File: config.mk
export PLATFORM = sky130hd
export DESIGN_NAME = sequenciador_frota
export DESIGN_NICKNAME = d
export VERILOG_FILES = /design/src/rtl/sequenciador_frota.sv
export SDC_FILE = /design/constraint.sdc
export NUM_CORES = 1
export LEC_CHECK = 0
export ABC_AREA = 1
export ABC_CLOCK_PERIOD_IN_PS = 2200
export BUFFER_PORTS_ARGS = -buffer_cell sky130_fd_sc_hd__buf_2
export CAP_MARGIN = 20
export CORE_MARGIN = 10
export CORE_UTILIZATION = 55
export CTS_CLUSTER_SIZE = 8
export DETAILED_ROUTE_END_ITERATION = 6
export PLACE_DENSITY = 0.75
export REMOVE_ABC_BUFFERS = 1
export SETUP_SLACK_MARGIN = 0.02
export SKIP_CTS_REPAIR_TIMING = 1
export SYNTH_ARGS = -nofsm -noshare
export SYNTH_HDL_FRONTEND = slang
export SYNTH_SLANG_ARGS = --single-unit
File: constraint.sdc
create_clock -name clk -period 2.2 [get_ports clk]
set_input_delay 0.11 -clock clk [delete_from_list [all_inputs] [get_ports clk]]
set_output_delay 0.11 -clock clk [all_outputs]
set_load 0.01 [all_outputs]
File: src/rtl/sequenciador_frota.sv
// sequenciador_frota
// Fleet-placement sequencer for the Batalha Naval board. Walks the placement
// datapath through each player's fleet in fixed order (submarino, cruzador,
// hidroaviao, encouracado, porta-avioes), presenting the current piece type,
// the count already stored for that type and the active player. In
// Player1 x CPU mode the second fleet is handed to the CPU placer through
// cpu_req. Once both fleets are complete, ready is raised.
//
// Optional feature: define FROTA_WATCHDOG_EN to add a CPU watchdog. While the
// CPU placer owns the board, a 10-bit counter measures cycles since the last
// stored piece. On reaching TIMEOUT_CICLOS it pulses erro_cpu and aborts to
// IDLE. Without the macro, erro_cpu is tied low.
module sequenciador_frota #(
  parameter int unsigned QTD_SUB        = 5,
  parameter int unsigned QTD_CRUZ       = 2,
  parameter int unsigned QTD_HIDRO      = 2,
  parameter int unsigned QTD_ENC        = 1,
  parameter int unsigned QTD_PORTA      = 1,
  parameter int unsigned TIMEOUT_CICLOS = 1023
) (
  input  logic       clk,
  input  logic       reset,
  input  logic       enable,
  input  logic       mode,
  input  logic       armazena,
  output logic [2:0] tipo,
  output logic [2:0] qtd_tipo,
  output logic       jogador,
  output logic       cpu_req,
  output logic       ready,
  output logic [5:0] pecas_restantes,
  output logic       erro_cpu
);

  localparam int unsigned TOTAL_INT = QTD_SUB + QTD_CRUZ + QTD_HIDRO + QTD_ENC + QTD_PORTA;
  localparam logic [5:0]  TOTAL     = 6'(TOTAL_INT);
  localparam logic [2:0]  TIPO_ULT  = 3'd4;

  // Elaboration-time legality checks on the configuration
  if (QTD_SUB < 1 || QTD_SUB > 7 || QTD_CRUZ < 1 || QTD_CRUZ > 7 ||
      QTD_HIDRO < 1 || QTD_HIDRO > 7 || QTD_ENC < 1 || QTD_ENC > 7 ||
      QTD_PORTA < 1 || QTD_PORTA > 7) begin : g_bad_qtd
    $error("sequenciador_frota: QTD_* parameters must be in 1..7");
  end
  if (TIMEOUT_CICLOS < 1 || TIMEOUT_CICLOS > 1023) begin : g_bad_timeout
    $error("sequenciador_frota: TIMEOUT_CICLOS must be in 1..1023");
  end

  typedef enum logic [2:0] {
    IDLE,
    COLOCA_J0,
    COLOCA_J1,
    COLOCA_CPU,
    PRONTO
  } estado_t;

  estado_t    state_q;
  logic [2:0] tipo_q;
  logic [2:0] qtd_q;
  logic       jogador_q;
  logic       cpu_req_q;
  logic       ready_q;
  logic [5:0] pecas_q;
  logic       armazena_q;
  logic       mode_l_q;
  logic       ev;
  logic       timeout_w;
  logic [3:0] qtd_prox;
  logic [3:0] quota_atual;

  // Quota of pieces for a given type
  function automatic logic [2:0] quota(input logic [2:0] t);
    logic [2:0] q;
    case (t)
      3'd0:    q = 3'(QTD_SUB);
      3'd1:    q = 3'(QTD_CRUZ);
      3'd2:    q = 3'(QTD_HIDRO);
      3'd3:    q = 3'(QTD_ENC);
      default: q = 3'(QTD_PORTA);
    endcase
    return q;
  endfunction

  // Rising-edge detect on armazena, plus the comparison operands for the counting step
  always_comb begin
    ev          = armazena & ~armazena_q;
    qtd_prox    = {1'b0, qtd_q} + 4'd1;
    quota_atual = {1'b0, quota(tipo_q)};
  end

`ifdef FROTA_WATCHDOG_EN
  logic [9:0] wdog_q;
  logic       erro_q;

  // Cycles since the last stored piece while the CPU placer owns the board
  always_ff @(posedge clk or negedge reset) begin
    if (!reset) begin
      wdog_q <= '0;
    end else if (state_q != COLOCA_CPU || ev || timeout_w) begin
      wdog_q <= '0;
    end else begin
      wdog_q <= wdog_q + 10'd1;
    end
  end

  // Expiry on the edge that would bring the counter up to the limit
  always_comb begin
    timeout_w = (state_q == COLOCA_CPU) && !ev &&
                (wdog_q == 10'(TIMEOUT_CICLOS - 1));
  end

  // One-cycle error pulse on expiry; enable low wins over the watchdog
  always_ff @(posedge clk or negedge reset) begin
    if (!reset) begin
      erro_q <= 1'b0;
    end else begin
      erro_q <= timeout_w & enable;
    end
  end

  assign erro_cpu = erro_q;
`else
  // Without the watchdog nothing can time out
  always_comb begin
    timeout_w = 1'b0;
  end

  assign erro_cpu = 1'b0;
`endif

  // Main sequencer: state, counters and all registered outputs
  always_ff @(posedge clk or negedge reset) begin
    if (!reset) begin
      state_q    <= IDLE;
      tipo_q     <= '0;
      qtd_q      <= '0;
      jogador_q  <= 1'b0;
      cpu_req_q  <= 1'b0;
      ready_q    <= 1'b0;
      pecas_q    <= TOTAL;
      armazena_q <= 1'b0;
      mode_l_q   <= 1'b0;
    end else begin
      armazena_q <= armazena;
      if (!enable || timeout_w) begin
        // Synchronous abort: everything but the edge detector returns to reset values
        state_q   <= IDLE;
        tipo_q    <= '0;
        qtd_q     <= '0;
        jogador_q <= 1'b0;
        cpu_req_q <= 1'b0;
        ready_q   <= 1'b0;
        pecas_q   <= TOTAL;
        mode_l_q  <= 1'b0;
      end else begin
        case (state_q)
          IDLE: begin
            mode_l_q <= mode;
            state_q  <= COLOCA_J0;
          end
          COLOCA_J0, COLOCA_J1, COLOCA_CPU: begin
            if (ev) begin
              if (qtd_prox < quota_atual) begin
                qtd_q   <= qtd_q + 3'd1;
                pecas_q <= pecas_q - 6'd1;
              end else if (tipo_q != TIPO_ULT) begin
                qtd_q   <= '0;
                tipo_q  <= tipo_q + 3'd1;
                pecas_q <= pecas_q - 6'd1;
              end else begin
                // Last piece of the fleet: rewind the type walk and move on
                tipo_q    <= '0;
                qtd_q     <= '0;
                jogador_q <= 1'b1;
                if (state_q == COLOCA_J0) begin
                  pecas_q <= TOTAL;
                  if (mode_l_q) begin
                    state_q <= COLOCA_J1;
                  end else begin
                    state_q   <= COLOCA_CPU;
                    cpu_req_q <= 1'b1;
                  end
                end else begin
                  pecas_q   <= '0;
                  state_q   <= PRONTO;
                  cpu_req_q <= 1'b0;
                  ready_q   <= 1'b1;
                end
              end
            end
          end
          PRONTO: begin
            ready_q <= 1'b1;
          end
          default: begin
            state_q <= IDLE;
          end
        endcase
      end
    end
  end

  assign tipo            = tipo_q;
  assign qtd_tipo        = qtd_q;
  assign jogador         = jogador_q;
  assign cpu_req         = cpu_req_q;
  assign ready           = ready_q;
  assign pecas_restantes = pecas_q;

endmodule

Word level (Yosys, flattened, before mapping)
Cells that the tools add are included.
{ "word_totals": {"in_bits": 5, "memories": 0, "mem_bits_ro": 0, "output_inout_bits": 16, "ram_bits": 0, "regBits": 20, "latch_bits": 0, "elab_cells": 88} }
{ "classes": {"eq_ne": 19, "shift": 0, "n_reduce_logical": 10, "div_mod_pow": 0, "mul": 0, "magnitude_cmp": 1, "n_addsub": 4, "n_mux": 43, "bitwise_logic": 2} }
{ "ops": {"columns": ["cell", "count"], "rows": [
  ["3-bit two-way mux", 14],
  ["6-bit two-way mux", 5],
  ["1-bit two-way mux", 20],
  ["3-bit != test, second input constant", 6],
  ["5-bit AND reduction", 2],
  ["3-bit by 2-bit == test with 1-bit output, second input constant", 3],
  ["3-bit case mux with 3 select lines", 1],
  ["4-bit AND reduction", 2],
  ["3-bit by 1-bit adder with 3-bit output, second input constant", 2],
  ["3-bit by 1-bit == test with 1-bit output, second input constant", 2],
  ["3-bit zero test", 2],
  ["2-bit by 1-bit != test with 1-bit output, second input constant", 3],
  ["2-bit != test, second input constant", 3],
  ["3-bit case mux with 2 select lines", 1],
  ["6-bit by 1-bit subtractor with 6-bit output, second input constant", 1],
  ["3-bit by 1-bit adder with 4-bit output, second input constant", 1],
  ["4-bit by 3-bit < comparator with 1-bit output", 1],
  ["4-bit two-way mux", 1],
  ["3-bit == test, second input constant", 1],
  ["3-bit by 1-bit != test with 1-bit output, second input constant", 1],
  ["3-bit AND reduction", 1],
  ["3-bit OR reduction", 1],
  ["1-bit case mux with 2 select lines", 1],
  ["2-bit AND reduction", 1],
  ["other kinds (3)", 3]
]} }

Depth between registers and ports, before layout
{ "logic_depth": {"word_depth": 8, "ltp_mapped": 14, "ltp_nobuf": 14} }

Worst setup path before layout
OpenSTA, ideal clock, no wires.
{ "synth_path": {"path_kind": "reg-to-reg", "startpoint": "register qtd_q[0] (netlist: qtd_tipo[0])", "endpoint": "register tipo_q[0] (netlist: tipo[0])", "arrival_ns": 1.723, "path_stages_with_launch": 11, "required_time_ns": 2.077, "setup_ns": 0.123, "path_slack_ns": 0.355, "period_less_slack_ns": 1.845, "path_buffers": 0, "path_cell_list": "dfrtp_1 ha_1 xor2_1 ha_1 a31o_2 inv_1 nand3_1 nand2_1 inv_2 nand3_1 o21ai_1"} }
{ "synth_via": {"elab_chain_cells": 4} }
{ "synth_lines": {"columns": ["element", "line_no", "source"], "rows": [
  ["start: declaration", "59", "logic [2:0] qtd_q;"],
  ["start signal: assignment", "164", "qtd_q <= qtd_q + 3'd1;"],
  ["3-bit by 1-bit adder with 4-bit output", "87", "qtd_prox = {1'b0, qtd_q} + 4'd1;"],
  ["4-bit by 3-bit < comparator with 1-bit output", "163", "if (qtd_prox < quota_atual) begin"],
  ["2-bit != test (no line)", null, null],
  ["3-bit AND reduction (no line)", null, null],
  ["end signal: assignment", "168", "tipo_q <= tipo_q + 3'd1;"],
  ["end: declaration", "58", "logic [2:0] tipo_q;"]
]} }
No other way between the ends.
A chain may end at the register's enable or synchronous reset.

Worst setup path in the final report
{ "layout_path": {"startpoint": "register tipo_q[0] (netlist: tipo[0])", "endpoint": "register jogador_q (netlist: jogador)"} }
{ "layout_via": {"elab_chain_cells": 6, "elab_cells_between_ends": 10, "cone_classes": "order compare: 1; eq/ne: 5; mux: 1; reduce/logical: 3"} }
{ "layout_lines": {"columns": ["element", "line_no", "source"], "rows": [
  ["3-bit by 2-bit == test with 1-bit output or 3-bit by 1-bit == test with 1-bit output (tied branches)", "74", "case (t)"],
  ["2-bit OR reduction (no line)", null, null],
  ["3-bit case mux with 2 select lines", "74", null],
  ["4-bit by 3-bit < comparator with 1-bit output", "163", null],
  ["2-bit != test (no line)", null, null],
  ["4-bit AND reduction (no line) (*)", null, null],
  ["end signal: assignment", "137", "jogador_q <= 1'b0;"],
  ["end signal: assignment", "150", "jogador_q <= 1'b0;"],
  ["end signal: assignment", "174", "jogador_q <= 1'b1;"],
  ["end: declaration", "60", "logic jogador_q;"]
]} }
Mark *: on every way between the ends. The rest lies on a longest branch, timed or not.

==> flow_metrics.env <==
export IMPL_worst_ep_arrival_time_ns=2.23
export IMPL_clock_skew_ns=0.00670
export IMPL_slew_viol_final=0
export IMPL_crit_top_cell="nand2_1"
export IMPL_fin_crit_sh=0.917
export IMPL_synth_top_cells_by_count="nand2_1, inv_1, dfrtp_1"
export IMPL_yosysWarnings=0
export IMPL_firstDrtPassIters=5
export IMPL_setup_tns_ns=0
export IMPL_drive_gt1_frac=0.207
export IMPL_first_iter_violations=15
export IMPL_critPathMaxStageDelay_ns=0.43
export IMPL_finalWirelength_um=2660
export IMPL_synth_top_area_frac=0.324
export IMPL_avgSynthCellArea_um2=7.73
export IMPL_dp_cells=215
export IMPL_hp_start="mode"
export IMPL_path_class="flip-flop to flip-flop"
export IMPL_antenna_found_initial=0
export IMPL_start_util=0.588
export IMPL_grt_overflow=0
export IMPL_crit_fanout=6
export IMPL_min_to="mode_l_q"
export IMPL_synth_ff_type="dfrtp_1"
export IMPL_critPathLaunchType="flip-flop"
export IMPL_cap_violations=0
export IMPL_path_cells="inv_1 > ha_1 > inv_1 > nand2_1 > nand2_1 > ha_1 > nand2_1 > nand2_1 > nand2_2 > nand3_1 > nand3_1 > o21ai_0"
export IMPL_ir_worst_vdd_mv=0.812
export IMPL_leakage_nw=0.844
export IMPL_die_w_um=68.9
export IMPL_cts_root_buf="clkbuf_4"
export IMPL_core_um2=2230
export IMPL_placed_area_um2=1430
export IMPL_cts_inserted_buffers=3
export IMPL_dp_slack_ns=0.213
export IMPL_clk_pin_slew_worst_paths_ns=0.12
export IMPL_r2r_start="tipo[0]"
export IMPL_via_per_inst=5.19
export IMPL_hold_path_class="primary input to flip-flop"
export IMPL_cp_end_kind="flip-flop"
export IMPL_outcome="completed"
export IMPL_fin_area_um2=1490
export IMPL_n_antenna_cell=0
export IMPL_port_buffers=19
export IMPL_ant_nets=0
export IMPL_synth_most_common_cell="nand2_1"
export IMPL_synth_seq_area_share=0.384
export IMPL_fin_crit_ns=2.02
export IMPL_netlist_area_um2=1310
export IMPL_num_rows=17
export IMPL_clk_path_buf_depth=2
export IMPL_postSynthCellCount=170
export IMPL_yosys_top_cells_area="dfrtp_1, nand2_1, inv_1, ha_1, dfstp_2"
export IMPL_rsz0062_at_grt="true"
export IMPL_crit_required_ns=2.41
export IMPL_r2r_end="jogador"
export IMPL_grt_pass1_vias=1087
export IMPL_r2r_setup_slack_ns=0.18
export IMPL_clock_sinks=20
export IMPL_async_reset_ff_frac=1.00
export IMPL_yosysTopAreaCell="dfrtp_1"
export IMPL_vias=1148
export IMPL_reg2regPathDepth=12
export IMPL_clk_latency_ns=0.30
export IMPL_dpl_hpwl_um=2140
export IMPL_grt_max_degree=21
export IMPL_ys_seq_elements=20
export IMPL_cp_slowest_cell="dfrtp_1"
export IMPL_grt_pass1_wl_um=4760
export IMPL_routedWlPerCell_um=12.0
export IMPL_fin_ws_ns=0.183
export IMPL_fp_dieH_um=68.9
export IMPL_pin_count=21
export IMPL_cts_tree="yes"
export IMPL_timing_final_hold_violations=0
export IMPL_h_tree_depth=1
export IMPL_grt_total_usage=0.126
export IMPL_gp_congestion=0.890
export IMPL_p_per_area_nw_per_um2=1440
export IMPL_setup_viol=0
export IMPL_synth_edf_count=0
export IMPL_whs_path_depth=3
export IMPL_dieArea_um2=4740
export IMPL_drc=0
export IMPL_fmax_ghz=0.496
export IMPL_finalNetCount=207
export IMPL_synthToLayoutAreaGrowth_pct=13.0
export IMPL_fin_cells=221
export IMPL_synth_distinct_cells=30
## sequential cells by signal, summed over array words and instances (netlist names)
register         count
qtd_tipo             3
state_q              3
jogador              1
mode_l_q             1
cpu_req              1
pecas_restantes      6
ready                1
tipo                 3
armazena_q           1
## layout by cell type (no fill, tap or decap), drive strengths merged
cell type and n:
a2111oi 1, a21oi 3, a31o 1, a31oi 1, buf 19, clkbuf 4, conb 1, dfrtp 17
dfstp 3, dlygate4sd3 2, ha 8, inv 35, mux2i 1, nand2 35, nand3 14, nand3b 1
nand4 4, nor2 17, nor3 3, nor3b 1, o211ai 1, o21ai 17, xor2 4
## logic make-up (layout without fill, tap and decap cells)
logic type               Yosys count  count (layout)  share of synthesized area
buffers and inverters             37              60                      0.113
XOR/XNOR                           4               4                     0.0267
adder cells (fa/ha/maj)            8               8                     0.0762
flip-flops                        20              20                      0.384
multiplexers                       1               1                    0.00762
other                              1               1                    0.00285
AND/OR/NAND/NOR                   75              75                      0.281
AO/OA/AOI/OAI                     24              24                      0.109
## area by class of cell
type,instances,area [um^2]
multi-input cells,113,661
inverters,35,134
repair buffers,21,115
fillers,210,748
flip-flops and latches,20,504
clock buffers,4,36.3
well taps,28,35.0
## worst max-delay path by stage
stage | startpoint | to | cells after the start
floorplan | qtd_tipo[0] | tipo[0] | 10
global route | tipo[0] | pecas_restantes[2] | 13
CTS | tipo[0] | pecas_restantes[2] | 13
global placement | tipo[0] | jogador | 13
finish | tipo[0] | jogador | 12
detailed placement | tipo[0] | pecas_restantes[2] | 13
## through the flow
step	hold slack (ns)	util	power [mW]
floorplan	-0.186	-	1.61
global placement	0.0771	0.640	1.89
detailed placement	0.0778	0.640	1.94
CTS	-0.251	0.656	2.15
global route	0.0668	0.665	2.42
finish	0.0476	0.665	2.14
## critical path, delay by kind of cell (launching register included)
kind | cells | cell delay, ns
AO/OA/AOI/OAI | 1 | 0.22
adder cells (fa/ha/maj) | 2 | 0.44
buffers and inverters | 2 | 0.18
flip-flops | 1 | 0.43
AND/OR/NAND/NOR | 7 | 0.65
## report_power, final
group / internal, mW / total (mW) / switching [mW]
Clock: 0.101 / 0.215 / 0.114
Sequential: 0.534 / 0.678 / 0.144
Combinational: 0.470 / 1.25 / 0.779
Total: 1.10 / 2.14 / 1.04
## routing by layer
metal / track usage / wire, um
met2: 0.220 / 1300
met4: 0.0222 / 9
met1: 0.157 / 1240
met5: 0 / 0
met3: 0.0242 / 108
(Power assumes the default switching activity.)
